`config.mk`:
```
export PLATFORM = sky130hd
export DESIGN_NAME = spi_screen_clear
export DESIGN_NICKNAME = d
export VERILOG_FILES = /design/src/rtl/spi_screen_clear.sv
export SDC_FILE = /design/constraint.sdc
export NUM_CORES = 1
export LEC_CHECK = 0
export CAP_MARGIN = 40
export CORE_UTILIZATION = 30
export DETAILED_ROUTE_END_ITERATION = 6
export REMOVE_ABC_BUFFERS = 1
export SLEW_MARGIN = 20
export SYNTH_ARGS = -nofsm -noshare
export SYNTH_HDL_FRONTEND = slang
export SYNTH_SLANG_ARGS = --single-unit
```
`constraint.sdc`:
```
create_clock -name i_clk -period 3.02 [get_ports i_clk]
set_input_delay 0.302 -clock i_clk [delete_from_list [all_inputs] [get_ports i_clk]]
set_output_delay 0.302 -clock i_clk [all_outputs]
set_load 0.1 [all_outputs]
```
`src/rtl/spi_screen_clear.sv`:
```
// rtl/spi_screen_clear.sv - clears an ILI9341-style SPI panel to black in one write-only pass
// Issues CASET/PASET for the full window, RAMWR, then WIDTH*HEIGHT zero RGB565 pixels.
module spi_screen_clear #(
  parameter int DELAY  = 20,
  parameter int WIDTH  = 240,
  parameter int HEIGHT = 320
) (
  input  logic i_clk,
  input  logic i_rst,
  input  logic i_start,
  output logic o_mosi,
  output logic o_dc,
  output logic o_cs,
  output logic o_done
);

  localparam int NPIX = WIDTH * HEIGHT;
  localparam int PW   = $clog2(NPIX + 1);
  localparam int DW   = $clog2(DELAY + 2);
  localparam logic [15:0] WM1 = 16'(WIDTH - 1);
  localparam logic [15:0] HM1 = 16'(HEIGHT - 1);

  typedef enum logic [2:0] {IDLE, WAIT, CASET, PASET, RAMWR, PIXELS, DONE} state_t;

  state_t          state;
  state_t          nxt_state;
  logic [DW-1:0]   wait_cnt;
  logic [2:0]      byte_idx;
  logic [2:0]      nxt_idx;
  logic [3:0]      bit_cnt;
  logic [7:0]      shift;
  logic [PW-1:0]   pix_cnt;
  logic [8:0]      nxt;
  logic            rearm;

  // {dc, byte} for one of the five bytes of an address-window command
  function automatic logic [8:0] win_byte(input logic [2:0] idx, input logic [7:0] cmd,
                                          input logic [15:0] last);
    case (idx)
      3'd0:    win_byte = {1'b0, cmd};
      3'd1,
      3'd2:    win_byte = {1'b1, 8'h00};
      3'd3:    win_byte = {1'b1, last[15:8]};
      default: win_byte = {1'b1, last[7:0]};
    endcase
  endfunction

  // Byte to load when the current byte finishes (or when WAIT expires)
  always_comb begin
    nxt       = 9'h000;
    nxt_state = state;
    nxt_idx   = 3'(byte_idx + 3'd1);
    case (state)
      WAIT: begin
        nxt       = {1'b0, 8'h2A};
        nxt_state = CASET;
        nxt_idx   = 3'd0;
      end
      CASET: begin
        if (byte_idx == 3'd4) begin
          nxt       = win_byte(3'd0, 8'h2B, HM1);
          nxt_state = PASET;
          nxt_idx   = 3'd0;
        end else begin
          nxt = win_byte(nxt_idx, 8'h2A, WM1);
        end
      end
      PASET: begin
        if (byte_idx == 3'd4) begin
          nxt       = {1'b0, 8'h2C};
          nxt_state = RAMWR;
          nxt_idx   = 3'd0;
        end else begin
          nxt = win_byte(nxt_idx, 8'h2B, HM1);
        end
      end
      default: ;
    endcase
  end

  always_ff @(posedge i_clk or negedge i_rst) begin
    if (!i_rst) begin
      state    <= IDLE;
      wait_cnt <= '0;
      byte_idx <= '0;
      bit_cnt  <= '0;
      shift    <= '0;
      pix_cnt  <= '0;
      rearm    <= 1'b0;
      o_mosi   <= 1'b0;
      o_dc     <= 1'b0;
      o_cs     <= 1'b1;
      o_done   <= 1'b0;
    end else begin
      // A held start only counts once; it must drop before another run is taken
      if (!i_start) rearm <= 1'b0;
      case (state)
        IDLE: begin
          if (i_start && !rearm) begin
            rearm    <= 1'b1;
            wait_cnt <= '0;
            state    <= WAIT;
          end
        end
        WAIT: begin
          if (wait_cnt == DW'(DELAY)) begin
            state    <= nxt_state;
            byte_idx <= nxt_idx;
            o_cs     <= 1'b0;
            o_mosi   <= nxt[7];
            o_dc     <= nxt[8];
            shift    <= {nxt[6:0], 1'b0};
            bit_cnt  <= '0;
          end else begin
            wait_cnt <= DW'(wait_cnt + 1'b1);
          end
        end
        CASET, PASET, RAMWR: begin
          if (bit_cnt != 4'd7) begin
            o_mosi  <= shift[7];
            shift   <= {shift[6:0], 1'b0};
            bit_cnt <= bit_cnt + 4'd1;
          end else if (state == RAMWR) begin
            state   <= PIXELS;
            o_mosi  <= 1'b0;
            o_dc    <= 1'b1;
            bit_cnt <= '0;
            pix_cnt <= '0;
          end else begin
            state    <= nxt_state;
            byte_idx <= nxt_idx;
            o_mosi   <= nxt[7];
            o_dc     <= nxt[8];
            shift    <= {nxt[6:0], 1'b0};
            bit_cnt  <= '0;
          end
        end
        PIXELS: begin
          o_mosi <= 1'b0;
          o_dc   <= 1'b1;
          if (bit_cnt != 4'd15) begin
            bit_cnt <= bit_cnt + 4'd1;
          end else begin
            bit_cnt <= '0;
            pix_cnt <= PW'(pix_cnt + 1'b1);
            if (pix_cnt == PW'(NPIX - 1)) begin
              state  <= DONE;
              o_cs   <= 1'b1;
              o_dc   <= 1'b0;
              o_done <= 1'b1;
            end
          end
        end
        DONE: begin
          o_done <= 1'b0;
          state  <= IDLE;
        end
        default: state <= IDLE;
      endcase
    end
  end

endmodule

```
==> results.sh, run 1 <==
export IMPL_ys_warn_count=0
export IMPL_root_buffer="clkbuf_8"
export IMPL_fin_skew_ps=9.857
export IMPL_ys_flop_type="dfrtp_1"
export IMPL_path_cells="nand2b_1 -> a41oi_1 -> o22ai_1 -> or3_1 -> a31oi_1"
export IMPL_seq_area_mm2=0.001102
export IMPL_finalHoldViolations=0
export IMPL_hp_class="in2async"
export IMPL_dp_hpwl_um=4107
export IMPL_path_clk_slew_ps=90
export IMPL_slew_viol_final=0
export IMPL_num_antenna_cells=0
export IMPL_finalCriticalPeriod_ps=2164
export IMPL_cts_tree="done"
export IMPL_initial_core_util_pct=31.09
export IMPL_vias_per_cell=5.386
export IMPL_die_area_mm2=0.009422
export IMPL_cts_htree_levels=2
export IMPL_max_slew_worst_pin_slew_ps=703.8
export IMPL_gp_congestion=0.8313
export IMPL_overflow=0
export IMPL_cp_arrival_ps=2390
export IMPL_dr_total_vias=2176
export IMPL_critical_path_n_buffers_inverters=0
export IMPL_worstPathRequired_ps=3240
export IMPL_setup_viol=0
export IMPL_drtIter0Drc=107
export IMPL_drt_pass1_iterations=4
export IMPL_whs_ps=455.3
export IMPL_grt_max_degree=30
export IMPL_synth_area_leader_cell="dfrtp_1"
export IMPL_areaGrowthSynthToFinish_pct=9.829
export IMPL_multi_input_comb_area_mm2=0.001488
export IMPL_peakVddDrop_mv=0.1795
export IMPL_cp_top_family="flip-flops"
export IMPL_synth_seq_cells=44
export IMPL_avgSynthCellArea_um2=9.349
export IMPL_synth_distinct_cells=66
export IMPL_dieWidth_um=97.07
export IMPL_die_h_um=97.07
export IMPL_cp_end_kind="register"
export IMPL_worstSetupPathType="reg2reg"
export IMPL_fin_crit_sh_pct=71.67
export IMPL_status="finished clean"
export IMPL_portBuffers=6
export IMPL_cts_max_path_buffers=2
export IMPL_ios=7
export IMPL_row_count=34
export IMPL_synth_edf_count=0
export IMPL_startpoint_type="register"
export IMPL_drc=0
export IMPL_synthCells=290
export IMPL_clock_latency_ps=300
export IMPL_clock_sinks=44
export IMPL_wire_per_inst_um=14.26
export IMPL_rsz0062_at_grt="no"
export IMPL_grt_pass1_vias=2032
export IMPL_p_leak_uw=0.001273
export IMPL_syn_area_mm2=0.002711
export IMPL_grt_use_total_pct=12.33
export IMPL_grt_pass1_wl_um=9611
export IMPL_ant_nets=0
export IMPL_core_area_mm2=0.008721
export IMPL_antenna_found_initial=0
export IMPL_routed_wl_um=5760
export IMPL_fin_tns_setup_ps=0
export IMPL_cts_setup_buffers=0
export IMPL_ys_async_sr_fraction_pct=100.0
export IMPL_numCtsBuffers=5
export IMPL_fillers=896
export IMPL_cts_resized=0
export IMPL_max_freq_mhz=462.0
export IMPL_cp_slowest_cell="dfrtp_1"
export IMPL_final_cell_mix="dfrtp_1 (43), nor2_1 (34), nand2_1 (21)"
export IMPL_nNetsFinal=307
export IMPL_cpPeakStageDelay_ps=800
export IMPL_synthTopCellsByArea="dfrtp_1 (40%), nor2_1 (4.7%), xor2_1 (4.2%)"
export IMPL_ys_seq_area_share_pct=40.66
export IMPL_cap_violations=0
export IMPL_synth_top_area_share_pct=39.69
export IMPL_final_common_cell="dfrtp_1"
export IMPL_powerDensity_mw_per_mm2=335.1
export IMPL_slew_headroom_pct=53.08
export IMPL_drive_gt1_share_pct=11.82
export IMPL_path_max_fanout=19
[where the power goes]
part | total, uW | leakage, uW | switching, uW | internal (uW)
sequential | 589 | 0.000576 | 0 | 589
combinational | 18.6 | 0.000646 | 13.0 | 5.63
clock | 391 | 0.0000510 | 208 | 183
[Yosys cell counts, drive strengths merged, types with 2 or more instances]
cell	number
nor2	36
nand4b	3
or4	2
o32a	2
o21ai	14
a21o	2
dfrtp	43
a211oi	2
buf	7
and3b	3
o31ai	3
and4	2
inv	10
a21oi	16
nand2	21
nand3	19
xor2	14
nand2b	4
a41oi	2
a221oi	2
o211ai	3
o21a	2
and2b	2
nor3	8
nor3b	5
and3	2
xnor2	4
o22ai	3
clkbuf	8
nor4	6
a221o	4
ha	9
nand4	7
mux2i	2
[layer usage]
layer	global-route usage [%]	share of wire, %
met5	0	0
met4	4.248	1.5
met3	2.086	2.9
met2	19.61	45
met1	16.94	51
[metrics by stage]
| stage | worst slack [ps] | cells | util [%] | power [uW] | instance area [um^2] |
|---|---|---|---|---|---|
| final | 855.6 | 404 | 34.15 | 997.8 | 2978 |
| after global routing | 721.2 | 404 | 34.15 | 1039 | 2978 |
| after CTS | 928.1 | 404 | 34.15 | 1016 | 2978 |
| after detailed placement | 940.2 | 395 | 32.97 | 619.4 | 2875 |
| after global placement | 951.1 | 393 | 32.57 | 616.1 | 2840 |
| after floorplan | 1189 | 275 | - | 601.5 | 2628 |
[logic make-up (layout without fill, tap and decap cells)]
kind of cell    count (synthesis)  in the layout  synth area share, %
compound gates                 66             66                17.26
xor+xnor                       18             18                6.091
fa+ha+maj                       9              9                4.153
buf+inv                        25             31                4.476
flops                          44             44                40.66
mux                             3              3                1.154
simple gates                  125            125                26.21
[repair_timing]
item | CTS | global route
endpoints found under the setup margin | 0 | 0
hold buffers | 1 | 0
hold endpoints to repair | 15 | 0
[worst register-to-register path, stage by stage (launching register included)]
cell and delay [ps]:
dfrtp_1 800, nand2b_1 320, a41oi_1 280, o22ai_1 180, or3_1 340, a31oi_1 170
[cell type report]
cell class / count / share of cell area, %
Tap cell: 108 / 4.538
Sequential cell: 44 / 37.02
Clock inverter: 2 / 0.3361
Multi-Input combinational cell: 221 / 49.96
Timing Repair Buffer: 13 / 4.118
Inverter: 10 / 1.261
Clock buffer: 6 / 2.773
[worst paths after layout]
kind / from / end / slack, ps / depth (start not counted)
setup reg to reg: state[2] / bit_cnt[0] / 860 / 5
hold reg to reg: o_cs / o_cs / 510 / 2
hold / removal: i_rst / shift[1] / 460 / 2
max in group asynchronous: i_rst / o_cs / 2010 / 3
min in group i_clk: o_cs / o_cs / 510 / 2
setup / recovery: state[2] / bit_cnt[0] / 860 / 5
[registers in the layout (all words and copies together), names as in the netlist]
register / count
bit_cnt: 4
byte_idx: 3
o_cs: 1
o_dc: 1
o_done: 1
o_mosi: 1
pix_cnt: 17
rearm: 1
shift: 7
state: 3
wait_cnt: 5
(Power assumes the default switching activity.)
==> run 2: changes to the inputs <==
clock period = 1.94 ns   (was 3.02 ns; I/O delays follow)
==> run 2 against run 1 <==
  * First-iteration DRC count rose by 27%
  * Clock skew about the same
  * Register-to-register slack worse by 760 ps
  * Utilization rose by 1.7 points
  * Worst setup slack got worse by 760 ps
  * Via count is 1.1% higher
  * Combinational power is 39% higher
  * Sequential share of layout area down 1.8 points
  * Clock-buffer cell count did not move
  * Global-route usage is 1.3 points higher
  * Hold slack improved by 27 ps
  * Critical path type unchanged
==> results.sh, run 2 (synthesized netlist as in run 1, its figures left out) <==
export IMPL_status="finished clean"
export IMPL_cts_tree="done"
export IMPL_drt_pass1_iterations=4
export IMPL_cp_slowest_cell="dfrtp_1"
export IMPL_startpoint_type="register"
export IMPL_grt_max_degree=45
export IMPL_areaGrowthSynthToFinish_pct=15.37
export IMPL_final_common_cell="dfrtp_1"
export IMPL_clock_latency_ps=300
export IMPL_fillers=867
export IMPL_grt_use_total_pct=13.61
export IMPL_ios=7
export IMPL_nNetsFinal=324
export IMPL_num_antenna_cells=0
export IMPL_reg2reg_depth=8
export IMPL_dpl_cell_count=411
export IMPL_largestRegisters="pix_cnt x17, shift x7, wait_cnt x5"
export IMPL_max_slew_worst_pin_slew_ps=574.2
export IMPL_powerDensity_mw_per_mm2=502.7
export IMPL_peakVddDrop_mv=0.3027
export IMPL_setup_ws_ps=93.25
export IMPL_cap_violations=0
export IMPL_dieWidth_um=97.07
export IMPL_portBuffers=6
export IMPL_row_count=34
export IMPL_cp_end_kind="register"
export IMPL_cts_htree_levels=2
export IMPL_drive_gt1_share_pct=18.21
export IMPL_root_buffer="clkbuf_8"
export IMPL_drtIter0Drc=136
export IMPL_routed_wl_um=6006
export IMPL_hold_depth=2
export IMPL_vias_per_cell=5.223
export IMPL_grt_pass1_vias=2237
export IMPL_regMostFlops="pix_cnt"
export IMPL_dr_total_vias=2199
export IMPL_initial_core_util_pct=31.09
export IMPL_finalCriticalPeriod_ps=1847
export IMPL_slew_viol_final=0
export IMPL_core_area_mm2=0.008721
export IMPL_hp_class="in2reg"
export IMPL_slew_headroom_pct=61.72
export IMPL_antenna_found_initial=0
export IMPL_finalNonFillerCells=421
export IMPL_overflow=0
export IMPL_grt_pass1_wl_um=10570
export IMPL_worstPathRequired_ps=2130
export IMPL_drc=0
export IMPL_gp_congestion=0.8083
export IMPL_p_leak_uw=0.001346
export IMPL_path_clk_slew_ps=90
export IMPL_setup_viol=0
export IMPL_path_cells="inv_1 -> ha_1 -> and4b_4 -> a21oi_2 -> buf_4 -> a32oi_1 -> nor2_1 -> a311o_1"
export IMPL_cp_arrival_ps=2040
export IMPL_final_cell_mix="dfrtp_1 (43), nor2_1 (34), buf_4 (26)"
export IMPL_whs_ps=481.9
export IMPL_fin_skew_ps=9.584
export IMPL_place_ws_ps=39.88
export IMPL_path_max_fanout=5
export IMPL_dp_hpwl_um=4256
export IMPL_wire_per_inst_um=14.27
export IMPL_fin_crit_sh_pct=95.19
export IMPL_cts_max_path_buffers=2
export IMPL_max_freq_mhz=541.5
export IMPL_cpPeakStageDelay_ps=430
export IMPL_finalHoldViolations=0
export IMPL_clock_sinks=44
export IMPL_die_h_um=97.07
export IMPL_largest_reg_flops=17
export IMPL_ant_nets=0
export IMPL_die_area_mm2=0.009422
export IMPL_numCtsBuffers=5
export IMPL_worstSetupPathType="reg2reg"
[run 2: changes by cell type in the layout (fill, tap and decap cells not counted), moves of 2 or more]
cell	delta
buf_4	+19
clkinv_2	-2
clkinvlp_4	+2
nor4_1	-2
nor4_2	+2
[run 2: timing repair]
action,CTS,global route
setup endpoints to repair,0,17
gates resized for setup,0,5
hold buffers,1,0
buffers inserted,0,1
hold endpoints to repair,43,0
[run 2: final timing paths]
check | startpoint | to | slack (ps)
setup / recovery | wait_cnt[0] | o_mosi | 90
hold / removal | i_start | rearm | 480
setup reg to reg | wait_cnt[0] | o_mosi | 90
max in group asynchronous | i_rst | pix_cnt[1] | 1040
hold reg to reg | shift[2] | shift[3] | 520
min in group asynchronous | i_rst | byte_idx[1] | 490
[run 2: metal layers]
metal / track usage, % / vias up / part of all wire, %
li1: - / 1100 / -
met4: 3.330 / 0 / 0.70
met1: 19.83 / 1067 / 53
met3: 1.942 / 5 / 2.1
met5: 0 / - / 0
met2: 21.24 / 27 / 44
[run 2: final cells by class]
type | instances | area, um^2 | share of cell area, %
clock buffers | 6 | 82.58 | 2.640
clock inverters | 2 | 15.01 | 0.4800
inverters | 10 | 37.54 | 1.200
multi-input cells | 221 | 1515 | 48.44
flip-flops and latches | 44 | 1102 | 35.24
well taps | 108 | 135.1 | 4.320
repair buffers | 30 | 240.2 | 7.680
[run 2: where the power goes]
group | switching (uW) | internal, uW | leakage [uW]
logic | 19.8 | 6.03 | 0.000727
registers | 0 | 916 | 0.000576
clock network | 341 | 289 | 0.0000434
[run 2: worst max-delay path, delay by kind of cell (launching register included)]
kind | cells | cell delay, ps
fa+ha+maj | 1 | 170
simple gates | 2 | 360
buf+inv | 2 | 240
flops | 1 | 430
compound gates | 3 | 540
[run 2: through the flow]
stage               util (%)  power, uW  setup TNS, ps  instance area (um^2)
finish                 35.87       1573              0                  3128
global route           35.87       1631        -0.9268                  3128
CTS                    35.47       1596              0                  3093
detailed placement     34.23      960.6              0                  2985
global placement       34.23      960.6              0                  2985
floorplan                  -      936.4              0                  2628
